$ cat src/rtl/fmul16_sched_if.sv
// Request, response and multiplier-side signals for the fmul16 scheduler.
// The scheduler connects through the slave modport; the issue side and the multiplier stub use master.
interface fmul16_sched_if;
  logic        req0_valid;
  logic        req0_ready;
  logic [15:0] req0_a;
  logic [15:0] req0_b;
  logic        req1_valid;
  logic        req1_ready;
  logic [15:0] req1_a;
  logic [15:0] req1_b;
  logic        rsp0_valid;
  logic        rsp0_ready;
  logic        rsp1_valid;
  logic        rsp1_ready;
  logic [15:0] rsp_result;
  logic [15:0] mul_a;
  logic [15:0] mul_b;
  logic [15:0] mul_result;
  logic        busy;

  modport slave (
    input  req0_valid, req0_a, req0_b, req1_valid, req1_a, req1_b,
    input  rsp0_ready, rsp1_ready, mul_result,
    output req0_ready, req1_ready, rsp0_valid, rsp1_valid, rsp_result,
    output mul_a, mul_b, busy
  );

  modport master (
    output req0_valid, req0_a, req0_b, req1_valid, req1_a, req1_b,
    output rsp0_ready, rsp1_ready, mul_result,
    input  req0_ready, req1_ready, rsp0_valid, rsp1_valid, rsp_result,
    input  mul_a, mul_b, busy
  );
endinterface

$ cat src/rtl/fmul16_sched.sv
// Round-robin scheduler for the shared fmul16 multiplier: holds operands for a
// settle time, captures the product and returns it to the owning requester.
module fmul16_sched #(
  parameter int WAIT_CYCLES = 2
) (
  input logic           clk,
  input logic           reset,
  fmul16_sched_if.slave bus
);

  typedef enum logic [1:0] {S_IDLE, S_WAIT, S_RESP} state_t;

  localparam logic [3:0] CntInit = 4'(WAIT_CYCLES - 1);

  state_t      state_q, state_d;
  logic [15:0] op_a_q, op_a_d;
  logic [15:0] op_b_q, op_b_d;
  logic [15:0] result_q, result_d;
  logic [3:0]  cnt_q, cnt_d;
  logic        owner_q, owner_d;
  logic        last_q, last_d;

  logic        grant0, grant1, accept, bypass, ownerReady;
  logic [15:0] selA, selB;

  // The requester that did not win last time takes a tie.
  always_comb begin
    grant0 = (state_q == S_IDLE) && bus.req0_valid && (!bus.req1_valid || last_q);
    grant1 = (state_q == S_IDLE) && bus.req1_valid && (!bus.req0_valid || !last_q);
    accept = grant0 || grant1;
    selA   = grant1 ? bus.req1_a : bus.req0_a;
    selB   = grant1 ? bus.req1_b : bus.req0_b;
    bypass = (selA[14:0] == 15'd0) || (selB[14:0] == 15'd0);
    ownerReady = owner_q ? bus.rsp1_ready : bus.rsp0_ready;
  end

  always_comb begin
    state_d  = state_q;
    op_a_d   = op_a_q;
    op_b_d   = op_b_q;
    result_d = result_q;
    cnt_d    = cnt_q;
    owner_d  = owner_q;
    last_d   = last_q;
    unique case (state_q)
      S_IDLE: begin
        if (accept) begin
          owner_d = grant1;
          last_d  = grant1;
          // Zero operands skip the multiplier and leave its inputs untouched.
          if (bypass) begin
            result_d = {selA[15] ^ selB[15], 15'd0};
            state_d  = S_RESP;
          end else begin
            op_a_d  = selA;
            op_b_d  = selB;
            cnt_d   = CntInit;
            state_d = S_WAIT;
          end
        end
      end
      S_WAIT: begin
        if (cnt_q == 4'd0) begin
          result_d = bus.mul_result;
          state_d  = S_RESP;
        end else begin
          cnt_d = cnt_q - 4'd1;
        end
      end
      S_RESP: begin
        if (ownerReady) begin
          state_d = S_IDLE;
        end
      end
      default: state_d = S_IDLE;
    endcase
  end

  always_ff @(posedge clk or posedge reset) begin
    if (reset) begin
      state_q  <= S_IDLE;
      op_a_q   <= 16'd0;
      op_b_q   <= 16'd0;
      result_q <= 16'd0;
      cnt_q    <= 4'd0;
      owner_q  <= 1'b0;
      last_q   <= 1'b1;
    end else begin
      state_q  <= state_d;
      op_a_q   <= op_a_d;
      op_b_q   <= op_b_d;
      result_q <= result_d;
      cnt_q    <= cnt_d;
      owner_q  <= owner_d;
      last_q   <= last_d;
    end
  end

  assign bus.req0_ready = grant0;
  assign bus.req1_ready = grant1;
  assign bus.rsp0_valid = (state_q == S_RESP) && !owner_q;
  assign bus.rsp1_valid = (state_q == S_RESP) && owner_q;
  assign bus.rsp_result = result_q;
  assign bus.mul_a      = op_a_q;
  assign bus.mul_b      = op_b_q;
  assign bus.busy       = (state_q != S_IDLE);

endmodule
$ cat src/flat_wrapper.sv
// flat-port wrapper written by rule: the top's interface ports become plain ports
module fmul16_sched_flat 
#(
  parameter int WAIT_CYCLES = 2
)
  (clk, reset, bus_req0_valid, bus_req0_a, bus_req0_b, bus_req1_valid, bus_req1_a, bus_req1_b, bus_rsp0_ready, bus_rsp1_ready, bus_mul_result, bus_req0_ready, bus_req1_ready, bus_rsp0_valid, bus_rsp1_valid, bus_rsp_result, bus_mul_a, bus_mul_b, bus_busy);
  fmul16_sched_if bus_i ();
  input logic clk;
  input logic reset;
  input wire logic [$bits(bus_i.req0_valid)-1:0] bus_req0_valid;
  input wire logic [$bits(bus_i.req0_a)-1:0] bus_req0_a;
  input wire logic [$bits(bus_i.req0_b)-1:0] bus_req0_b;
  input wire logic [$bits(bus_i.req1_valid)-1:0] bus_req1_valid;
  input wire logic [$bits(bus_i.req1_a)-1:0] bus_req1_a;
  input wire logic [$bits(bus_i.req1_b)-1:0] bus_req1_b;
  input wire logic [$bits(bus_i.rsp0_ready)-1:0] bus_rsp0_ready;
  input wire logic [$bits(bus_i.rsp1_ready)-1:0] bus_rsp1_ready;
  input wire logic [$bits(bus_i.mul_result)-1:0] bus_mul_result;
  output wire logic [$bits(bus_i.req0_ready)-1:0] bus_req0_ready;
  output wire logic [$bits(bus_i.req1_ready)-1:0] bus_req1_ready;
  output wire logic [$bits(bus_i.rsp0_valid)-1:0] bus_rsp0_valid;
  output wire logic [$bits(bus_i.rsp1_valid)-1:0] bus_rsp1_valid;
  output wire logic [$bits(bus_i.rsp_result)-1:0] bus_rsp_result;
  output wire logic [$bits(bus_i.mul_a)-1:0] bus_mul_a;
  output wire logic [$bits(bus_i.mul_b)-1:0] bus_mul_b;
  output wire logic [$bits(bus_i.busy)-1:0] bus_busy;
  assign bus_i.req0_valid = bus_req0_valid;
  assign bus_i.req0_a = bus_req0_a;
  assign bus_i.req0_b = bus_req0_b;
  assign bus_i.req1_valid = bus_req1_valid;
  assign bus_i.req1_a = bus_req1_a;
  assign bus_i.req1_b = bus_req1_b;
  assign bus_i.rsp0_ready = bus_rsp0_ready;
  assign bus_i.rsp1_ready = bus_rsp1_ready;
  assign bus_i.mul_result = bus_mul_result;
  assign bus_req0_ready = bus_i.req0_ready;
  assign bus_req1_ready = bus_i.req1_ready;
  assign bus_rsp0_valid = bus_i.rsp0_valid;
  assign bus_rsp1_valid = bus_i.rsp1_valid;
  assign bus_rsp_result = bus_i.rsp_result;
  assign bus_mul_a = bus_i.mul_a;
  assign bus_mul_b = bus_i.mul_b;
  assign bus_busy = bus_i.busy;
  fmul16_sched #(.WAIT_CYCLES(WAIT_CYCLES)) u_core (.clk(clk), .reset(reset), .bus(bus_i));
endmodule
$ cat config.mk
export PLATFORM = sky130hd
export DESIGN_NAME = fmul16_sched_flat
export DESIGN_NICKNAME = d
export VERILOG_FILES = /design/src/rtl/fmul16_sched_if.sv /design/src/rtl/fmul16_sched.sv /design/src/flat_wrapper.sv
export SDC_FILE = /design/constraint.sdc
export NUM_CORES = 1
export LEC_CHECK = 0
export BUFFER_PORTS_ARGS = -buffer_cell sky130_fd_sc_hd__clkbuf_2
export CORE_MARGIN = 2
export CORE_UTILIZATION = 50
export CTS_CLUSTER_SIZE = 24
export DETAILED_ROUTE_END_ITERATION = 16
export PLACE_DENSITY = 0.86
export SYNTH_ARGS = -nofsm -noshare
export SYNTH_HDL_FRONTEND = slang
export SYNTH_SLANG_ARGS = --single-unit
$ cat constraint.sdc
create_clock -name clk -period 5.1 [get_ports clk]
set_clock_uncertainty 0.1 [all_clocks]
set_input_delay 1.53 -clock clk [delete_from_list [all_inputs] [get_ports clk]]
set_output_delay 1.53 -clock clk [all_outputs]
set_load 0.1 [all_outputs]
# After elaboration in Yosys (flattened, before gate mapping)
# Index checks and enable logic that the tools add are counted.
# word_totals
inputBits	86
wordCells	59
mem_bits_ro	0
memories	0
regBits	56
ram_bits	0
latchBits	0
# op_classes
multipliers	0
n_reduce_logical	25
n_addsub	1
order_cmp	0
shift	0
eq_ne	8
bitwise	2
div_mod_pow	0
muxes	16
# ops
op	count
$mux 16	5
$pmux 16 s2	1
$logic_not 15->1	2
$mux 4	3
$mux 2	4
$ne 2x1->1 const B	4
$pmux 4 s2	1
$reduce_and 4->1	2
$logic_and 1x1->1	6
$pmux 2 s3	1
$reduce_and 3->1	2
$logic_not 1->1	4
$logic_not 4->1	1
$logic_or 1x1->1	4
$ne 2x2->1 const B	2
$reduce_bool 2->1	2
$sub 4x1->4 const B	1
$eq 2x1->1 const B	1
$eq 2x2->1 const B	1
$logic_not 2->1	1
$reduce_and 2->1	1
$mux 1	1
$not 1->1	1
$xor 1x1->1	1

# Logic depth before layout (Yosys ltp)
# Gate-level depths: netlist of the first run.
# depth
word_depth	9
ltp_mapped	7
mapped_depth_nobuf	7

# Worst setup path before layout of the first run
# OpenSTA, ideal clock, no wires.
# synth_path
path_kind	input to output
from	input port bus_req0_valid
to	output port bus_req0_ready
arrival_ns	3.972
path_slack_ns	-0.502
required_time_ns	3.470
cell_stages	5
path_cell_list	nand2_1 > nand3_4 > clkinv_2 > buf_1 > nor2_1
# synth_via
elab_chain_len	2
# synth_rtl
element	line	text
from (decl)	flat_wrapper.sv:10	input wire logic [$bits(bus_i.req0_valid)-1:0] bus_req0_valid;
$logic_and 1x1->1 (2 in series)	fmul16_sched.sv:28	grant0 = (state_q == S_IDLE) && bus.req0_valid && (!bus.req1_valid || last_q);
to (decl)	flat_wrapper.sv:19	output wire logic [$bits(bus_i.req0_ready)-1:0] bus_req0_ready;
# Every way passes these cells.

# Worst setup path after layout of the first run
# layout_path
from	input port bus_req0_valid
to	output port bus_req1_ready
# layout_via
elab_chain_len	3
# layout_rtl
element	line	text
$logic_not 1->1	fmul16_sched.sv:29	grant1 = (state_q == S_IDLE) && bus.req1_valid && (!bus.req0_valid || !last_q);
$logic_or 1x1->1	fmul16_sched.sv:29	
$logic_and 1x1->1	fmul16_sched.sv:29	
to (decl)	flat_wrapper.sv:20	output wire logic [$bits(bus_i.req1_ready)-1:0] bus_req1_ready;
# Every way passes these cells.

==> reports/summary.txt, run 1 <==
Status: finished, final reports clean
Die Height: 79.3 um
Dpl hpwl: 5.65 mm
DIE AREA: 6280 sq um
DR vias: 2,624
Yosys reg bits: 56
Post-Place Worst Slack: 0.747 ns
Synth warn: 0
Most frequent cells in the layout: clkbuf_2 (136), nand2_1 (100), dfrtp_1 (55)
Routed wire length: 7.44 mm
First-pass DRT Iterations: 5
Critical path startpoint category: input port
Synth Flop Type: dfrtp_1
Area delta synth->final: 29.5%
Setup violations, final: 0
Die width: 79.3 um
Nets: 507
Syn Nets: 371
Core region area: 5470 sq um
Fin Hold WS: 0.408 ns
Max-slew headroom: 31.9%
Asr flop ratio synth: 100%
Pin count of the biggest net entering global routing: 37
Crit path max fanout: 36
Setup crit end kind: output pin
Tcrit/Tclk final: 83.7%
Antenna-violating nets left: 0
Htree depth: 2
Layout filler cell count: 461
FF-to-FF End: u_core.bus.mul_a[11]
R2r setup slk: 1.77 ns
TNS Setup: 0 ns
Number of antenna violations at the first check in global routing: 0
CTS tree: built
Commonest non-fill, non-tap cell in the layout: clkbuf_2
Port Buffer Count: 138
Resized cells post-CTS: 0
Global-route wire length before repair: 12.0 mm
Grt total ovfl: 0
Share of the yosys chip area belonging to registers: 49.5%
Ports: 139
WP data required: 3.47 ns
Starting density of the core: 51.8%
Post-synthesis cell count: 283
Main area contributors after synthesis: dfrtp_1 (49%), nand2_1 (13%), mux2_2 (12%)
Post-synthesis cell type count: 37
Placed cell areas: 3580 sq um
Hold-fix buffers at CTS: 0
Worst EP arrival: 2.64 ns
Launching point of the worst reg2reg path: u_core.state_q[1]
Share of post-route cells with drive strength above 1: 45.2%
Setup bufs post-CTS: 0
Bufs on Longest Clock Path: 2
Total GRT Usage: 24.5%
DRT iter0 DRCs: 204
Number of core rows: 27
ANT cells: 0
R2R depth: 7
Cell accounting for the most synthesized area: dfrtp_1
Final Hold Fails: 0
Number of buffers created by CTS: 5
Via-to-Cell Ratio: 5.33
FMAX: 0.234 GHz
Residual DRC: 0
Post-Synthesis Cell Area: 2830 sq um
Hold Crit Start: u_core.bus.rsp_result[9]
WL/cell: 15.1 um
Hold Crit Endpoint: u_core.bus.rsp_result[9]
Hold Path Class: reg -> reg
Worst-Margin Slew: 1.02 ns
EDFF count, synth: 0
Worst-Skew Late Latency: 0.31 ns
Pins Over Slew Limit: 0
Max-cap violations: 0
Synth top area share: 48.6%
Syn Area/Cell: 10.0 sq um
Fin crit period: 4.27 ns
Clk slew on worst S/H paths: 0.10 ns
Hold path cells: 1
Vias in the first global route: 2,564
Crit path kind: in -> out
Gpl congestion: 0.851
RSZ-0062 raised after global routing: no
Clock Tree Root: clkbuf_8
CTS sink count: 56
Worst setup margin: 0.829 ns
Fin area: 3670 sq um
critical path, cell delays in order:
cell and delay, ns:
clkbuf_2 0.10, nand2_1 0.12, nand3_4 0.36, clkinv_2 0.22
buf_4 0.31
cells by family after synthesis:
| logic type | Yosys count | share of synthesized area [%] |
|---|---|---|
| AO/OA/AOI/OAI | 30 | 8.70 |
| adder cells (fa/ha/maj) | 2 | 0.883 |
| multiplexers | 35 | 13.9 |
| AND/OR/NAND/NOR | 137 | 22.4 |
| flip-flops | 56 | 49.5 |
| buffers and inverters | 21 | 3.93 |
| XOR/XNOR | 2 | 0.618 |
per-stage QoR:
stage / util [%] / instances
after floorplan: - / 283
after detailed placement: 65.4 / 484
after CTS: 67.1 / 492
after global routing: 67.1 / 492
final: 67.1 / 492
after global placement: 65.4 / 484
Yosys cell counts (2+ instances only):
cell        n
buf_6       4
a31oi_1     2
nand2_1   100
nand3_4     2
inv_1       9
nor3_1      5
dfrtp_1    55
nand4_1     6
clkbuf_1    5
o21ai_0     6
mux2_1      4
nor4_1     12
nor2_1      4
ha_1        2
mux2_2     31
a22o_1     15
worst max-delay path by stage:
stage	from	end	slack, ns
after global routing	bus_req0_valid	bus_req1_ready	0.74
final	bus_req0_valid	bus_req1_ready	0.83
after floorplan	bus_req0_valid	bus_req0_ready	0.16
after CTS	bus_req0_valid	bus_req1_ready	0.85
after global placement	bus_req0_valid	u_core.bus.mul_a[2]	0.83
after detailed placement	bus_req0_valid	u_core.bus.mul_b[10]	0.75
routing by layer:
metal / up-vias / wire length, um / GRT usage (%)
li1: 1246 / - / -
met2: 106 / 3850 / 42.7
met5: - / 0 / 0
met1: 1258 / 3020 / 31.1
met3: 14 / 442 / 4.09
met4: 0 / 126 / 7.93
area by class of cell:
| type | count | area (sq um) | area share, % |
|---|---|---|---|
| Clock buffer | 6 | 72.6 | 1.98 |
| Inverter | 10 | 38.8 | 1.06 |
| Sequential cell | 56 | 1400 | 38.2 |
| Clock inverter | 2 | 16.3 | 0.443 |
| Multi-Input combinational cell | 206 | 1330 | 36.1 |
| Tap cell | 72 | 90.1 | 2.45 |
| Timing Repair Buffer | 140 | 723 | 19.7 |
sequential cells by signal, summed over array words and instances, names as in the netlist:
signal,count
u_core.bus.rsp_result,16
u_core.cnt_q,4
u_core.owner_q,1
u_core.state_q,2
u_core.last_q,1
u_core.bus.mul_a,16
u_core.bus.mul_b,16
Power of run 1 is left out: the tool's default activity adds up to more than one toggle a clock period on the data nets, which glitch-free logic cannot reach.
==> run 2: changes to the inputs <==
--- a/config.mk
+++ b/config.mk
@@ -5,12 +5,13 @@
 export SDC_FILE = /design/constraint.sdc
 export NUM_CORES = 1
 export LEC_CHECK = 0
+export ABC_AREA = 1
 export BUFFER_PORTS_ARGS = -buffer_cell sky130_fd_sc_hd__clkbuf_2
 export CORE_MARGIN = 2
-export CORE_UTILIZATION = 50
+export CORE_UTILIZATION = 47
 export CTS_CLUSTER_SIZE = 24
 export DETAILED_ROUTE_END_ITERATION = 16
-export PLACE_DENSITY = 0.86
+export PLACE_DENSITY = 0.8
 export SYNTH_ARGS = -nofsm -noshare
 export SYNTH_HDL_FRONTEND = slang
 export SYNTH_SLANG_ARGS = --single-unit
==> constraint.sdc (replaced) <==
create_clock -name clk -period 4 [get_ports clk]
set_clock_uncertainty 0.1 [all_clocks]
set_input_delay 1.2 -clock clk [delete_from_list [all_inputs] [get_ports clk]]
set_output_delay 1.2 -clock clk [all_outputs]
set_load 0.1 [all_outputs]
==> run 2 against run 1 <==
Compared with the run above: sequential share of layout area is 1.7 points lower; register-to-register slack worse by 0.80 ns; non-clock buffer count is 5 higher; critical path type unchanged; synthesized cell count is 43% higher; utilization is 5.8 points lower; cell area is 4.7% higher; setup slack worse by 0.19 ns; critical endpoint unchanged; largest cell class unchanged.
==> reports/summary.txt, run 2 <==
Setup crit end kind: output pin (unchanged)
Starting density of the core: 48.0% (was 51.8%)
Htree depth: 2 (unchanged)
Syn Area/Cell: 7.42 sq um (was 10.0 sq um)
Resized cells post-CTS: 0 (unchanged)
First-pass DRT Iterations: 5 (unchanged)
Die width: 84.1 um (was 79.3 um)
Crit path kind: in -> out (unchanged)
Core region area: 6280 sq um (was 5470 sq um)
Setup violations, final: 0 (unchanged)
Share of the yosys chip area belonging to registers: 46.6% (was 49.5%)
Worst-Skew Late Latency: 0.30 ns (was 0.31 ns)
Final Hold Fails: 0 (unchanged)
Via-to-Cell Ratio: 5.03 (was 5.33)
Worst EP arrival: 2.06 ns (was 2.64 ns)
CTS tree: built (unchanged)
Number of antenna violations at the first check in global routing: 0 (unchanged)
Antenna-violating nets left: 0 (unchanged)
Die Height: 84.1 um (was 79.3 um)
Critical path's largest stage delay: 0.24 ns (was 0.36 ns)
Number of buffers created by CTS: 5 (unchanged)
Clock Tree Root: clkbuf_8 (unchanged)
Worst-Margin Slew: 0.684 ns (was 1.02 ns)
Routed wire length: 7.91 mm (was 7.44 mm)
Synth warn: 0 (unchanged)
TNS Setup: 0 ns (unchanged)
Fin crit period: 3.36 ns
Synth top area share: 45.7% (was 48.6%)
Most frequent cells in the layout: nand2_1 (149), clkbuf_2 (136), dfrtp_1 (55) (was clkbuf_2 (136), nand2_1 (100), dfrtp_1 (55))
CTS sink count: 56 (unchanged)
Synth Flop Type: dfrtp_1 (unchanged)
RSZ-0062 raised after global routing: no (unchanged)
Number of core rows: 29 (was 27)
Total GRT Usage: 23.1% (was 24.5%)
Status: finished, final reports clean (unchanged)
Nets: 624 (was 507)
Syn Nets: 494 (was 371)
Residual DRC: 0 (unchanged)
Commonest non-fill, non-tap cell in the layout: nand2_1 (was clkbuf_2)
Post-synthesis cell type count: 28 (was 37)
Bufs on Longest Clock Path: 2 (unchanged)
Hold path cells: 2 (was 1)
Asr flop ratio synth: 100% (unchanged)
Max-cap violations: 0 (unchanged)
ANT cells: 0 (unchanged)
Ports: 139 (unchanged)
Clk slew on worst S/H paths: 0.09 ns (was 0.10 ns)
DRT iter0 DRCs: 193 (was 204)
WL/cell: 12.9 um (was 15.1 um)
Port Buffer Count: 138 (unchanged)
EDFF count, synth: 0 (unchanged)
Critical path, cell by cell: clkbuf_2 -> nand2_1 -> nand3_2 -> buf_4 -> inv_2 -> buf_12 (was clkbuf_2 -> nand2_1 -> nand3_4 -> clkinv_2 -> buf_4)
FF-to-FF End: u_core.bus.mul_b[8] (was u_core.bus.mul_a[11])
R2R depth: 14 (was 7)
Max-slew headroom: 54.3% (was 31.9%)
Setup bufs post-CTS: 0 (unchanged)
Hold Crit Start: u_core.bus.rsp_result[9] (unchanged)
Crit path max fanout: 18 (was 36)
Hold Path Class: reg -> reg (unchanged)
Gpl congestion: 0.860 (was 0.851)
Yosys reg bits: 56 (unchanged)
Post-Synthesis Cell Area: 3010 sq um (was 2830 sq um)
R2r setup slk: 0.97 ns (was 1.77 ns)
Global-route wire length before repair: 13.2 mm (was 12.0 mm)
Critical path startpoint category: input port (unchanged)
Hold Crit Endpoint: u_core.bus.rsp_result[9] (unchanged)
Cell accounting for the most synthesized area: dfrtp_1 (unchanged)
Main area contributors after synthesis: dfrtp_1 (46%), nand2_1 (19%), inv_1 (5.9%) (was dfrtp_1 (49%), nand2_1 (13%), mux2_2 (12%))
Dpl hpwl: 6.07 mm (was 5.65 mm)
Share of post-route cells with drive strength above 1: 31.3% (was 45.2%)
Post-synthesis cell count: 406 (was 283)
FMAX: 0.297 GHz
Launching point of the worst reg2reg path: u_core.state_q[0] (was u_core.state_q[1])
DIE AREA: 7060 sq um (was 6280 sq um)
Hold-fix buffers at CTS: 0 (unchanged)
Pin count of the biggest net entering global routing: 49 (was 37)
WP data required: 2.70 ns (was 3.47 ns)
Layout filler cell count: 580 (was 461)
Area delta synth->final: 27.6% (was 29.5%)
Pins Over Slew Limit: 0 (unchanged)
Top cell types by occurrence after synthesis: nand2_1 (149), dfrtp_1 (55), inv_1 (47), nand3_1 (25), o21ai_1 (25) (was nand2_1 (100), dfrtp_1 (55), mux2_2 (31), a22o_1 (15), nor4_1 (12))
Count leader, synth: nand2_1 (unchanged)
Tcrit/Tclk final: 84.1%
Grt total ovfl: 0 (unchanged)
Fin Hold WS: 0.380 ns (was 0.408 ns)
Vias in the first global route: 2,841 (was 2,564)
DR vias: 3,086 (was 2,624)
CP max stage cell: buf_4 (was nand3_4)
==> run 2: cell count changes in the layout (fill, tap and decap cells not counted), sizes merged, moves of 18 or more <==
cell | previous run | this run
nand2 | 100 | 151
nand3 | 3 | 28
o21ai | 6 | 40
inv | 9 | 48
nor2 | 5 | 24
nand4 | 6 | 24
mux2 | 35 | 0
==> run 2: worst max-delay path: cells and delay by family <==
| kind | cells | cell delay [ns] |
|---|---|---|
| simple gates | 2 | 0.17 |
| buf+inv | 4 | 0.69 |
==> run 2: final cells by class <==
cell class	count	area, sq um	area share, %
flip-flops and latches	56	1400	36.5
multi-input cells	280	1300	33.8
repair buffers	145	773	20.1
inverters	48	180	4.69
well taps	77	96.3	2.51
clock buffers	6	82.6	2.15
clock inverters	2	10.0	0.260
==> run 2: how the worst max path moves through the flow <==
stage / to / cells after the start / slack [ns] / from
final: bus_req1_ready / 6 / 0.64 / bus_req0_valid
after global routing: bus_req1_ready / 5 / 0.51 / u_core.state_q[0]
after CTS: bus_req1_ready / 6 / 0.65 / bus_req0_valid
after detailed placement: u_core.bus.mul_b[15] / 15 / 0.63 / bus_req0_valid
after global placement: bus_req1_ready / 6 / 0.66 / bus_req0_valid
after floorplan: bus_req0_ready / 3 / 0.23 / bus_req1_valid
==> run 2: cells by family (layout without fill, tap and decap cells) <==
kind of cell,Yosys count,in the layout,share of synthesized area (%)
flip-flops,56,56,46.6
buffers and inverters,70,201,10.3
AND/OR/NAND/NOR,232,232,33.4
adder cells (fa/ha/maj),2,2,0.831
XOR/XNOR,1,1,0.291
AO/OA/AOI/OAI,45,45,8.64
==> run 2: metal layers <==
layer / up-vias / routed length [um] / global-route usage (%) / part of all wire (%)
li1: 1545 / - / - / -
met1: 1396 / 3480 / 31.1 / 44
met2: 127 / 3790 / 37.6 / 48
met5: - / 0 / 0 / 0
met3: 18 / 429 / 3.66 / 5.4
met4: 0 / 213 / 8.65 / 2.7
==> run 2: through the flow <==
stage | area [sq um] | utilization, % | std cells | setup WS, ns
after CTS | 3840 | 61.2 | 614 | 0.645
final | 3840 | 61.2 | 614 | 0.635
after global routing | 3840 | 61.2 | 614 | 0.515
after global placement | 3750 | 59.8 | 606 | 0.665
after detailed placement | 3750 | 59.8 | 606 | 0.630
after floorplan | 3010 | - | 406 | 0.232
Power of run 2 is left out for the same reason.
